## config.mk

```make
export PLATFORM = sky130hd
export DESIGN_NAME = cordic_entry_sequencer
export DESIGN_NICKNAME = d
export VERILOG_FILES = /design/src/rtl/cordic_ctrl_pkg.sv /design/src/rtl/cordic_entry_sequencer_debouncer.sv /design/src/rtl/cordic_entry_sequencer.sv
export SDC_FILE = /design/constraint.sdc
export NUM_CORES = 1
export LEC_CHECK = 0
export ABC_AREA = 1
export ABC_CLOCK_PERIOD_IN_PS = 2910
export CAP_MARGIN = 20
export CELL_PAD_IN_SITES_DETAIL_PLACEMENT = 0
export CELL_PAD_IN_SITES_GLOBAL_PLACEMENT = 1
export CORE_ASPECT_RATIO = 0.75
export CORE_UTILIZATION = 40
export DETAILED_ROUTE_END_ITERATION = 10
export PLACE_DENSITY = 0.89
export SYNTH_ARGS = -nofsm -noshare
export SYNTH_HDL_FRONTEND = slang
export SYNTH_SLANG_ARGS = --single-unit
export TNS_END_PERCENT = 30
```

## constraint.sdc

```tcl
create_clock -name clk -period 2.91 [get_ports clk]
set_input_delay 0.873 -clock clk [delete_from_list [all_inputs] [get_ports clk]]
set_output_delay 0.873 -clock clk [all_outputs]
set_load 0.03 [all_outputs]
```

## src/rtl/cordic_ctrl_pkg.sv

```systemverilog
// Shared definitions for the CORDIC operator-entry controller and its function units:
// state encoding, default operand-count table and function codes.
package cordic_ctrl_pkg;

    localparam int unsigned STATE_W = 3;

    typedef enum logic [STATE_W-1:0] {
        ST_IDLE   = 3'd0,
        ST_SELECT = 3'd1,
        ST_ENTER  = 3'd2,
        ST_READY  = 3'd3,
        ST_WAIT   = 3'd4,
        ST_DONE   = 3'd5,
        ST_ERROR  = 3'd6
    } state_e;

    // Two bits per function code holding its operand count; 0 marks an unsupported code.
    localparam logic [31:0] OPS_TABLE_DEFAULT = 32'h5555_955A;

    localparam int unsigned FUNC_CODE_W = 4;

    localparam logic [FUNC_CODE_W-1:0] FN_ARCTAN = 4'd0;
    localparam logic [FUNC_CODE_W-1:0] FN_SINH   = 4'd2;
    localparam logic [FUNC_CODE_W-1:0] FN_ARCSIN = 4'd3;
    localparam logic [FUNC_CODE_W-1:0] FN_ATANH  = 4'd4;
    localparam logic [FUNC_CODE_W-1:0] FN_EX     = 4'd5;
    localparam logic [FUNC_CODE_W-1:0] FN_LN     = 4'd6;

endpackage

```

## src/rtl/cordic_entry_sequencer_debouncer.sv

```systemverilog
// Push-button conditioner: multi-stage synchroniser followed by a stable-count debouncer.
// Produces the debounced level and a one-cycle pulse on its rising edge.
module button_debouncer #(
    parameter int unsigned SYNC_STAGES     = 2,
    parameter int unsigned DEBOUNCE_CYCLES = 50000000
) (
    input  logic clk,
    input  logic rst_n,
    input  logic btn_i,
    output logic level_o,
    output logic rise_o
);

    localparam int unsigned CNT_W = (DEBOUNCE_CYCLES > 1) ? $clog2(DEBOUNCE_CYCLES) : 1;
    localparam logic [CNT_W-1:0] CNT_LAST = CNT_W'(DEBOUNCE_CYCLES - 1);

    logic [SYNC_STAGES-1:0] sync_q;
    logic [CNT_W-1:0]       cnt_q, cnt_d;
    logic                   level_q, level_d;
    logic                   rise_q, rise_d;
    logic                   btn_s;

    assign btn_s = sync_q[SYNC_STAGES-1];

    // Count consecutive samples disagreeing with the accepted level; any agreement restarts the count.
    always_comb begin
        cnt_d   = '0;
        level_d = level_q;
        rise_d  = 1'b0;
        if (btn_s != level_q) begin
            if (cnt_q == CNT_LAST) begin
                level_d = btn_s;
                rise_d  = btn_s;
            end else begin
                cnt_d = cnt_q + CNT_W'(1);
            end
        end
    end

    always_ff @(posedge clk or negedge rst_n) begin
        if (!rst_n) begin
            sync_q  <= '0;
            cnt_q   <= '0;
            level_q <= 1'b0;
            rise_q  <= 1'b0;
        end else begin
            sync_q  <= {sync_q[SYNC_STAGES-2:0], btn_i};
            cnt_q   <= cnt_d;
            level_q <= level_d;
            rise_q  <= rise_d;
        end
    end

    assign level_o = level_q;
    assign rise_o  = rise_q;

endmodule

```

## src/rtl/cordic_entry_sequencer.sv

```systemverilog
// Operator-entry and compute sequencer: one button walks through function select,
// operand entry, compute start, done/timeout wait and result hold.
module cordic_entry_sequencer
    import cordic_ctrl_pkg::*;
#(
    parameter int unsigned DATA_W          = 16,
    parameter int unsigned FUNC_W          = 4,
    parameter int unsigned MAX_OPS         = 3,
    parameter int unsigned RESULT_W        = 32,
    parameter int unsigned DEBOUNCE_CYCLES = 50000000,
    parameter int unsigned TIMEOUT_CYCLES  = 4096,
    parameter logic [(2<<FUNC_W)-1:0] OPS_TABLE = OPS_TABLE_DEFAULT
) (
    input  logic                        clk,
    input  logic                        rst_n,
    input  logic                        st_btn,
    input  logic [DATA_W-1:0]           sw_in,
    input  logic                        done_i,
    input  logic [RESULT_W-1:0]         result_i,
    output logic [FUNC_W-1:0]           func_o,
    output logic [MAX_OPS*DATA_W-1:0]   op_o,
    output logic                        start_o,
    output logic                        busy_o,
    output logic [RESULT_W-1:0]         result_o,
    output logic                        result_valid_o,
    output logic                        err_o,
    output logic [STATE_W-1:0]          state_o,
    output logic                        idle_o
);

    localparam int unsigned IDX_W = (MAX_OPS > 1) ? $clog2(MAX_OPS + 1) : 1;
    localparam int unsigned TMR_W = (TIMEOUT_CYCLES > 1) ? $clog2(TIMEOUT_CYCLES) : 1;
    localparam logic [TMR_W-1:0] TMR_LAST = TMR_W'(TIMEOUT_CYCLES - 1);

    state_e                           state_q, state_d;
    logic [FUNC_W-1:0]                func_q, func_d;
    logic [IDX_W-1:0]                 idx_q, idx_d;
    logic [MAX_OPS-1:0][DATA_W-1:0]   op_q, op_d;
    logic [TMR_W-1:0]                 timer_q, timer_d;
    logic [RESULT_W-1:0]              result_q, result_d;
    logic                             start_q, start_d;
    logic                             busy_q, busy_d;
    logic                             idle_q, idle_d;
    logic                             err_q, err_d;
    logic                             rv_q, rv_d;
    logic                             press;
    logic                             btn_level;
    logic [FUNC_W-1:0]                sw_func;
    logic [1:0]                       n_sel, n_cur;
    logic                             sel_ok;
    logic                             last_op;

    button_debouncer #(
        .SYNC_STAGES    (2),
        .DEBOUNCE_CYCLES(DEBOUNCE_CYCLES)
    ) u_btn (
        .clk    (clk),
        .rst_n  (rst_n),
        .btn_i  (st_btn),
        .level_o(btn_level),
        .rise_o (press)
    );

    assign sw_func = sw_in[FUNC_W-1:0];
    assign n_sel   = OPS_TABLE[{sw_func, 1'b0} +: 2];
    assign n_cur   = OPS_TABLE[{func_q, 1'b0} +: 2];
    assign sel_ok  = (n_sel != 2'd0) && (32'(n_sel) <= MAX_OPS);
    assign last_op = (32'(idx_q) + 32'd1) == 32'(n_cur);

    always_ff @(posedge clk or negedge rst_n) begin
        if (!rst_n) state_q <= ST_IDLE;
        else        state_q <= state_d;
    end

    // Next state plus operand file, timer and result capture.
    always_comb begin
        state_d  = state_q;
        func_d   = func_q;
        idx_d    = idx_q;
        op_d     = op_q;
        timer_d  = timer_q;
        result_d = result_q;
        case (state_q)
            ST_IDLE: if (press) state_d = ST_SELECT;
            ST_SELECT: if (press) begin
                func_d  = sw_func;
                idx_d   = '0;
                op_d    = '0;
                state_d = sel_ok ? ST_ENTER : ST_ERROR;
            end
            ST_ENTER: if (press) begin
                for (int i = 0; i < int'(MAX_OPS); i++) begin
                    if (idx_q == IDX_W'(i)) op_d[i] = sw_in;
                end
                if (last_op) state_d = ST_READY;
                else         idx_d   = idx_q + IDX_W'(1);
            end
            ST_READY: if (press) begin
                timer_d = '0;
                state_d = ST_WAIT;
            end
            // A completion arriving on the timeout cycle still counts as success.
            ST_WAIT: begin
                if (done_i) begin
                    result_d = result_i;
                    state_d  = ST_DONE;
                end else if (timer_q == TMR_LAST) begin
                    state_d = ST_ERROR;
                end else if (timer_q != '1) begin
                    timer_d = timer_q + TMR_W'(1);
                end
            end
            ST_DONE, ST_ERROR: if (press) state_d = ST_SELECT;
            default: state_d = ST_IDLE;
        endcase
    end

    always_comb begin
        start_d = (state_q == ST_READY) && press;
        busy_d  = (state_d == ST_WAIT);
        idle_d  = (state_d == ST_IDLE);
        err_d   = (state_d == ST_ERROR);
        rv_d    = (state_d == ST_DONE);
    end

    always_ff @(posedge clk or negedge rst_n) begin
        if (!rst_n) begin
            func_q   <= '0;
            idx_q    <= '0;
            op_q     <= '0;
            timer_q  <= '0;
            result_q <= '0;
            start_q  <= 1'b0;
            busy_q   <= 1'b0;
            idle_q   <= 1'b0;
            err_q    <= 1'b0;
            rv_q     <= 1'b0;
        end else begin
            func_q   <= func_d;
            idx_q    <= idx_d;
            op_q     <= op_d;
            timer_q  <= timer_d;
            result_q <= result_d;
            start_q  <= start_d;
            busy_q   <= busy_d;
            idle_q   <= idle_d;
            err_q    <= err_d;
            rv_q     <= rv_d;
        end
    end

    assign func_o         = func_q;
    assign op_o           = op_q;
    assign start_o        = start_q;
    assign busy_o         = busy_q;
    assign result_o       = result_q;
    assign result_valid_o = rv_q;
    assign err_o          = err_q;
    assign state_o        = state_q;
    assign idle_o         = idle_q;

    logic unused_level;
    assign unused_level = btn_level;

endmodule

```

==> flow_summary.json <==
{
  "status": "finished clean",
  "setup_viol": 0,
  "port_buffers": 143,
  "grt_max_degree": 54,
  "slowest_stage": "clkdlybuf4s50_1",
  "r2r_end": "op_o[1]",
  "cts_buffer_depth": 2,
  "finalCoreUtilization_pct": 56.4,
  "whs_endpoint": "u_btn.sync_q[1]",
  "fin_worst_skew_ns": 0.00703,
  "yosys_warnings": 0,
  "synthXorXnorAreaFrac_pct": 2.03,
  "start_kind": "flip-flop",
  "grtUsageTotal_pct": 22.0,
  "dpl.hpwl_um": 12200,
  "cts_tree": "yes",
  "via_per_inst": 4.86,
  "tightest_slew_ns": 0.770,
  "r2r_cells": 7,
  "critPathArrivalTime_ns": 1.67,
  "synthMuxAreaShare_pct": 0,
  "row_count": 39,
  "r2r-start": "state_o[2]",
  "setup_tns_ns": 0,
  "min_period_ns": 2.55,
  "worst-path-max-fanout": 7,
  "syn2layout_area_growth_pct": 35.5,
  "syn_area_per_cell_um2": 7.79,
  "ys_ff_latch": 136,
  "rsz0062_at_grt": "false",
  "path_delay_family": "buffers and inverters",
  "gp_congestion": 0.905,
  "drtIter0Drc": 412,
  "cts_hold_buf": 0,
  "drt_first_pass_iters": 5,
  "htreeDepth": 4,
  "grt_pass1_vias": 5539,
  "yosys.area_share.simple_pct": 32.5,
  "power_mw": 4.57,
  "crit_path_start": "state_o[1]",
  "p_leak_nw": 3.81,
  "syn_inst": 829,
  "worstSetupPathType": "flip-flop to output pin",
  "dp.cells": 1163,
  "synth_edf_count": 0,
  "grt_pass1_wl_um": 28500,
  "crit_path_end_kind": "output pin",
  "ctsResizeCount": 0,
  "synthAdderAreaFrac_pct": 1.16,
  "hold_viol_final": 0,
  "synth_nets": 887,
  "antenna_cells": 0,
  "reg2reg_setup_slack_ns": 0.81,
  "vias": 5799,
  "synth-compound-area-share_pct": 5.71,
  "antenna_left": 0,
  "powerDensity_nw_per_um2": 522,
  "die_w_um": 149,
  "timing.fmax_mhz": 393,
  "finalCritPeriodShare_pct": 87.5,
  "drive_above_1_share_pct": 6.67,
  "ys.flop_type": "dfrtp_1",
  "vdd_drop_max_mv": 0.389,
  "drc": 0,
  "antenna_found_initial": 0,
  "fill_cells": 1441,
  "whs_path_depth": 0,
  "maxCapViolCount": 0,
  "seq_area_frac_synth_pct": 52.7,
  "max-slew-margin-rel_pct": 48.6,
  "crit_buf_inv": 1,
  "coreArea_um2": 15500,
  "crit_required_ns": 2.04,
  "grt_overflow": 0,
  "cts_sinks": 136,
  "yosysUniqueCellTypes": 34,
  "insertion_delay_ns": 0.43,
  "netlist_area_um2": 6460,
  "fin_cells": 1194,
  "final-max-slew-violation-count": 0,
  "hp-start": "u_btn.sync_q[0]",
  "start_util_pct": 41.6,
  "post_drt_wl_per_cell_um": 14.5,
  "die_y_um": 112,
  "dieArea_um2": 16700,
  "root_buffer": "clkbuf_16",
  "worstPathCellList": "clkdlybuf4s50_1",
  "drt-total-wl_um": 17300,
  "hold_class": "flip-flop to flip-flop",
  "post-cts-setup-buffers": 0,
  "numCtsBuffers": 17,
  "final_nets": 1035,
  "clk_pin_slew_ns": 0.06,
  "ios": 144,
  "cpPeakStageDelay_ns": 0.75,
  "async_flop_share_pct": 100,
  "synth_top_family_by_area": "simple AND/OR/NAND/NOR gates"
}
## cells in the final DEF, fill, tap and decap left out, drive strengths merged, types with 3 or more instances in the layout
master	Yosys	layout
xor2	12	12
xnor2	3	3
o21ai	64	64
nor3	6	6
clkdlybuf4s50	0	142
nand4	10	10
dfrtp	136	136
buf	12	8
ha	6	6
clkbuf	9	19
a21oi	5	5
nor2	110	110
nand3	44	44
nand2	335	335
inv	67	67
or2	4	4
bufinv	0	5
clkinv	1	7
## routing by layer
metal | wire (um) | vias to the layer above | GRT usage (%) | part of all wire (%)
li1 | - | 2888 | - | -
met1 | 8740 | 2707 | 33.1 | 50
met2 | 7270 | 187 | 31.2 | 42
met3 | 1130 | 17 | 5.33 | 6.5
met4 | 206 | 0 | 6.60 | 1.2
met5 | 0 | - | 0 | 0
## power breakdown
group	leakage, nW	internal (mW)	switching [mW]
Sequential	1.58	1.92	0.0156
Clock	0.319	1.56	0.824
Combinational	1.91	0.117	0.134
Total	3.81	3.60	0.974
## Yosys cell counts, types with 3 or more instances
master | n | area [um^2]
nand2_1 | 331 | 1240
dfrtp_1 | 136 | 3400
nor2_1 | 100 | 375
inv_1 | 61 | 229
nand3_1 | 43 | 215
o21ai_0 | 38 | 190
o21ai_1 | 25 | 125
xor2_1 | 12 | 105
nand4_1 | 10 | 62.6
clkbuf_1 | 9 | 33.8
ha_1 | 6 | 75.1
a21oi_1 | 5 | 25.0
inv_2 | 5 | 18.8
nor2_2 | 5 | 31.3
nor2_4 | 5 | 56.3
nor3_1 | 5 | 25.0
buf_2 | 4 | 20.0
buf_6 | 4 | 45.0
or2_2 | 4 | 25.0
buf_4 | 3 | 22.5
nand2_2 | 3 | 18.8
xnor2_1 | 3 | 26.3
## how the worst max path moves through the flow
stage	endpoint	depth (start not counted)
after detailed placement	idle_o	7
after CTS	state_o[1]	1
after global routing	state_o[1]	1
after floorplan	timer_q[11]	9
after global placement	idle_o	7
final	state_o[1]	1
## sequential cells by signal (all words and copies together) (netlist names), 2 cells and up
| register | flops |
|---|---|
| timer_q | 12 |
| u_btn.cnt_q | 26 |
| state_o | 3 |
| u_btn.sync_q | 2 |
| idx_q | 2 |
| op_o | 48 |
| result_o | 32 |
| func_o | 4 |
## cell families (layout without fill, tap and decap cells)
group           count (synthesis)  after routing
compound gates                 72             72
fa+ha+maj                       6              6
buf+inv                        89            249
flops                         136            136
simple gates                  511            511
xor+xnor                       15             15
## area by class of cell
type                            instances  area, um^2  area share, %
Clock buffer                           19         453           5.17
Inverter                               68         258           2.94
Sequential cell                       136        3400           38.9
Clock inverter                         12         199           2.27
Multi-Input combinational cell        604        2670           30.5
Timing Repair Buffer                  150        1510           17.3
Tap cell                              205         256           2.93
## per-stage QoR
step | area [um^2] | setup slack [ns] | hold slack [ns]
3_3_place_gp | 8100 | 0.681 | 0.336
3_5_place_dp | 8100 | 0.636 | 0.339
5_1_grt | 8750 | 0.310 | 0.367
6_report | 8750 | 0.364 | 0.352
4_1_cts | 8750 | 0.324 | 0.353
2_1_floorplan | 6460 | 1.22 | 0.331
No activity file was read; power rests on OpenSTA's default activity.
==> RTL edit 1: new RTL, same flow settings <==
Change the parameter `FUNC_W` from 4 to 5.
--- a/src/rtl/cordic_entry_sequencer.sv
+++ b/src/rtl/cordic_entry_sequencer.sv
@@ -4,7 +4,7 @@
     import cordic_ctrl_pkg::*;
 #(
     parameter int unsigned DATA_W          = 16,
-    parameter int unsigned FUNC_W          = 4,
+    parameter int unsigned FUNC_W          = 5,
     parameter int unsigned MAX_OPS         = 3,
     parameter int unsigned RESULT_W        = 32,
     parameter int unsigned DEBOUNCE_CYCLES = 50000000,
Interface: changed (resized func_o); port bits go from 144 to 145. No check against the original RTL was run, so the function may have changed too.
==> RTL edit 1 against the original RTL <==
Worst setup slack improved by 0.0021 ns; sequential cell count is 1 higher; final area down 0.31%; sequential share of layout area rose by 0.41 points; total power shrank 4.5%; synthesized area grew 0.54%; wire length is 3.8% lower; clock power fell by 8.8%; first-iteration DRC count is 17% lower; largest power group unchanged.
==> RTL edit 1: results (changes against the original RTL) <==
Run status:
- Result of the run: finished clean (unchanged).

Logic synthesis:
- The number of nets in the synthesized netlist is 867 (was 887).
- The mean post-synth cell area is 8.03 um^2 (was 7.79 um^2).
- Most numerous cell types in the synthesized netlist: 296 x sky130_fd_sc_hd__nand2_1, 137 x sky130_fd_sc_hd__dfrtp_1, 91 x sky130_fd_sc_hd__nor2_1, 64 x sky130_fd_sc_hd__inv_1, 53 x sky130_fd_sc_hd__o21ai_0 (was 331 x sky130_fd_sc_hd__nand2_1, 136 x sky130_fd_sc_hd__dfrtp_1, 100 x sky130_fd_sc_hd__nor2_1, 61 x sky130_fd_sc_hd__inv_1, 43 x sky130_fd_sc_hd__nand3_1).
- Leading post-synthesis cells by cell area: sky130_fd_sc_hd__dfrtp_1 53%, sky130_fd_sc_hd__nand2_1 17%, sky130_fd_sc_hd__nor2_1 5.3% (was sky130_fd_sc_hd__dfrtp_1 53%, sky130_fd_sc_hd__nand2_1 19%, sky130_fd_sc_hd__nor2_1 5.8%).

Final layout:
- The fraction of final layout cells sized beyond drive strength 1 is 0.0721 (was 0.0667).
- The layout net count is 1,016 (was 1,035).

Power and ir drop:
- The leakage power was 3.83 nW (was 3.81 nW).

GRT:
- The global-route wire length before repair is 27,900 um (was 28,500 um).
- The maximum number of pins on one net before global-route repair is 66 (was 54).
- The number of global-route vias before repair was 5,399 (was 5,539).
- The global router's overall resource usage is 0.214 (was 0.220).

Place:
- The number of input and output port buffers inserted is 144 (was 143).
- The placer congestion estimate was 0.911 (was 0.905).
- The placed wire-length estimate came to 12,100 um (was 12,200 um).
- The number of placed cells counting well taps came to 1,144 (was 1,163).

STA:
- The worst setup skew after layout is 0.0111 ns (was 0.00703 ns).
- The worst hold slack after final layout is 0.380 ns (was 0.352 ns).
- The headroom to the max-slew limit is 0.598 (was 0.486).

Detailed routing:
- The number of DRC violations after detailed-routing iteration 0 came to 340 (was 412).
- The overall via count from detail_route is 5,667 (was 5,799).
- The routed wire length came to 16,700 um (was 17,300 um).
- The routed length per instance is 14.2 um (was 14.5 um).

Setup path:
- The top fanout value on the critical path is 6 (was 7).
- The worst reg-to-reg setup slack is 0.86 ns (was 0.81 ns).
- The destination of the worst register-to-register timing path is u_btn.cnt_q[7] (was op_o[1]).
- The critical register-to-register path startpoint is u_btn.cnt_q[0] (was state_o[2]).
- The worst reg2reg path depth is 8 (was 7).

Clocking:
- The clock latency of the later-clocked register in the worst-skew pair is 0.43 ns (about the same).
## RTL edit 1: kinds of logic (layout without fill, tap and decap cells)
family / count (synthesis) / count (layout) / share of synthesized area
adder cells (fa/ha/maj): 6 / 6 / 0.0116
AND/OR/NAND/NOR: 480 / 480 / 0.316
flip-flops: 137 / 137 / 0.528
XOR/XNOR: 15 / 15 / 0.0202
AO/OA/AOI/OAI: 76 / 76 / 0.0607
buffers and inverters: 95 / 257 / 0.0634
## RTL edit 1: final cells by class
class | instances | area [um^2]
clock buffers | 18 | 429
inverters | 71 | 267
fillers | 1402 | 6840
clock inverters | 14 | 160
flip-flops and latches | 137 | 3430
multi-input cells | 577 | 2660
well taps | 205 | 256
repair buffers | 154 | 1530
## RTL edit 1: how the worst max path moves through the flow
stage | slack [ns] | end | depth (start not counted) | from
after CTS | 0.35 | state_o[2] | 1 | state_o[2]
after floorplan | 1.28 | op_o[10] | 9 | state_o[1]
after detailed placement | 0.57 | timer_q[0] | 8 | done_i
final | 0.37 | state_o[0] | 1 | state_o[0]
after global placement | 0.58 | timer_q[0] | 8 | done_i
after global routing | 0.31 | state_o[0] | 1 | state_o[0]
## RTL edit 1: stage by stage
step	instance area [um^2]	setup slack (ns)
2_1_floorplan	6490	1.28
3_3_place_gp	8140	0.584
3_5_place_dp	8140	0.567
4_1_cts	8730	0.347
5_1_grt	8730	0.309
6_report	8730	0.366
## RTL edit 1: layer usage
layer	vias to the layer above	GRT usage	wire, um
li1	2859	-	-
met1	2603	0.338	8660
met2	193	0.287	6690
met3	12	0.0492	1190
met4	0	0.0619	128
met5	-	0	0
## RTL edit 1: where the power goes
group	internal (mW)	switching, mW	leakage, nW
logic	0.116	0.129	1.96
clock network	1.28	0.886	0.281
registers	1.93	0.0162	1.59
==> RTL edit 2: new RTL, same settings <==
Made on the original files. Remove the register `err_q`: a continuous assignment takes its place, so the output `err_o` follows one clock earlier.
--- a/src/rtl/cordic_entry_sequencer.sv
+++ b/src/rtl/cordic_entry_sequencer.sv
@@ -133,7 +133,6 @@
             start_q  <= 1'b0;
             busy_q   <= 1'b0;
             idle_q   <= 1'b0;
-            err_q    <= 1'b0;
             rv_q     <= 1'b0;
         end else begin
             func_q   <= func_d;
@@ -144,10 +143,11 @@
             start_q  <= start_d;
             busy_q   <= busy_d;
             idle_q   <= idle_d;
-            err_q    <= err_d;
             rv_q     <= rv_d;
         end
     end
+
+    assign err_q = err_d;
 
     assign func_o         = func_q;
     assign op_o           = op_q;
Check against the original RTL: same outputs for any inputs over 10 cycles, from zero or initial values and one cycle with rst_n low; that may be too few to reach the edited logic, so the function may still have changed.
==> RTL edit 2 against the original RTL <==
Wire length fell by 2.9%; critical path depth rose by 7; final area fell by 1.0%; total power fell by 6.3%; register-to-register slack improved by 0.13 ns; sequential cell count fell by 1; non-clock buffer count rose by 2; die area fell by 0.38%; synthesized cell count fell by 0.12%; final cell count rose by 0.17%; synthesized area fell by 0.39%; first-iteration DRC count rose by 3.9%; worst setup slack got worse by 0.20 ns; count of clock-buffer cells in the layout fell by 2; critical endpoint is now err_o.
==> RTL edit 2: results (changes against the original RTL) <==
Logic synthesis:
- The share of synthesized area occupied by flip-flops and latches is 0.525 (was 0.527).
- The mean post-synth cell area is 7.77 um^2 (was 7.79 um^2).
- The number of nets in the synthesized netlist is 886 (was 887).
- Leading post-synthesis cells by cell area: sky130_fd_sc_hd__dfrtp_1 52%, sky130_fd_sc_hd__nand2_1 19%, sky130_fd_sc_hd__nor2_1 5.8% (was sky130_fd_sc_hd__dfrtp_1 53%, sky130_fd_sc_hd__nand2_1 19%, sky130_fd_sc_hd__nor2_1 5.8%).

Hold path:
- The path class of the lowest-slack min-delay path is primary input to asynchronous set/reset pin (was register to register).

Final layout:
- The layout net count came to 1,036 (was 1,035).
- The fraction of final layout cells sized beyond drive strength 1 is 0.0727 (was 0.0667).
- The number of inserted filler cells in the final layout was 1,440 (was 1,441).

Power and ir drop:
- The proportion of total power due to net switching is 0.246 (was 0.213).
- The leakage power is 3.75 nW (was 3.81 nW).
- The combinational power came to 0.247 mW (was 0.251 mW).
- The internal cell power is 3.23 mW (was 3.60 mW).
- The worst IR drop on VDD was 0.359 mV (was 0.389 mV).

GRT:
- The global router's overall resource usage is 0.213 (was 0.220).
- The maximum number of pins on one net before global-route repair is 55 (was 54).
- The global-route wire length before repair is 27,300 um (was 28,500 um).
- The number of global-route vias before repair is 5,267 (was 5,539).

Place:
- The placer congestion estimate came to 0.866 (was 0.905).
- The placed cell area is 0.00808 mm^2 (was 0.00810 mm^2).
- The placed wire-length estimate is 11,900 um (was 12,200 um).

Run status:
- Result of the run: finished clean (unchanged).

Setup path:
- The end point of the critical path is err_o (was state_o[1]).
- The critical register-to-register path startpoint is u_btn.cnt_q[0] (was state_o[2]).
- The top fanout value on the critical path is 6 (was 7).
- The worst reg-to-reg setup slack is 0.94 ns (was 0.81 ns).
- The destination of the worst register-to-register timing path was u_btn.cnt_q[20] (was op_o[1]).
- The largest stage delay on the critical path came to 0.43 ns (was 0.75 ns).
- The critical path's slowest cell is sky130_fd_sc_hd__dfrtp_1 (was sky130_fd_sc_hd__clkdlybuf4s50_1).
- The endpoint arrival time on the critical path was 1.87 ns (was 1.67 ns).

STA:
- The headroom to the max-slew limit is 0.618 (was 0.486).

Detailed routing:
- The number of DRC violations after detailed-routing iteration 0 is 428 (was 412).
- The overall via count from detail_route is 5,734 (was 5,799).
- The routed wire length is 16,800 um (was 17,300 um).
[RTL edit 2: changes by cell type after synthesis, sizes merged]
cell / unedited run / this run
dfrtp: 136 / 135
[RTL edit 2: timing repair]
action | CTS | global route
setup buffers | 0 | 0
resized for setup | 0 | 2
setup endpoints to repair | 0 | 1
hold buffers | 0 | 0
[RTL edit 2: worst min-delay path by stage]
stage | end | slack [ns] | cells after the start
after CTS | timer_q[2] | 0.32 | 1
after global placement | u_btn.sync_q[1] | 0.33 | 0
after global routing | timer_q[2] | 0.33 | 1
after detailed placement | u_btn.sync_q[1] | 0.34 | 0
final | timer_q[2] | 0.32 | 1
after floorplan | u_btn.sync_q[1] | 0.33 | 0
[RTL edit 2: cell type report]
class | count | share of cell area
inverters | 68 | 0.0298
multi-input cells | 604 | 0.309
repair buffers | 152 | 0.174
clock buffers | 17 | 0.0491
clock inverters | 15 | 0.0181
flip-flops and latches | 135 | 0.390
well taps | 205 | 0.0296
[RTL edit 2: cells by family (layout without fill, tap and decap cells)]
group / Yosys count / in the layout / synth area share
AOI/OAI and AO/OA: 72 / 72 / 0.0574
buffers and inverters: 89 / 252 / 0.0595
xor gates and xnor gates: 15 / 15 / 0.0204
and+or+nand+nor: 511 / 511 / 0.326
adders and majority gates: 6 / 6 / 0.0117
DFF: 135 / 135 / 0.525
[RTL edit 2: metal layers]
layer / track usage / up-vias / wire (um)
met1: 0.320 / 2660 / 8350
met2: 0.301 / 176 / 7090
met4: 0.0557 / 0 / 170
met5: 0 / - / 0
met3: 0.0545 / 13 / 1230
li1: - / 2885 / -
[RTL edit 2: worst max-delay path: cells and delay by family, from the launching register on]
family	cells	cell delay, ns
flip-flops	1	0.43
buffers and inverters	1	0.16
adder cells (fa/ha/maj)	1	0.25
AND/OR/NAND/NOR	6	0.61
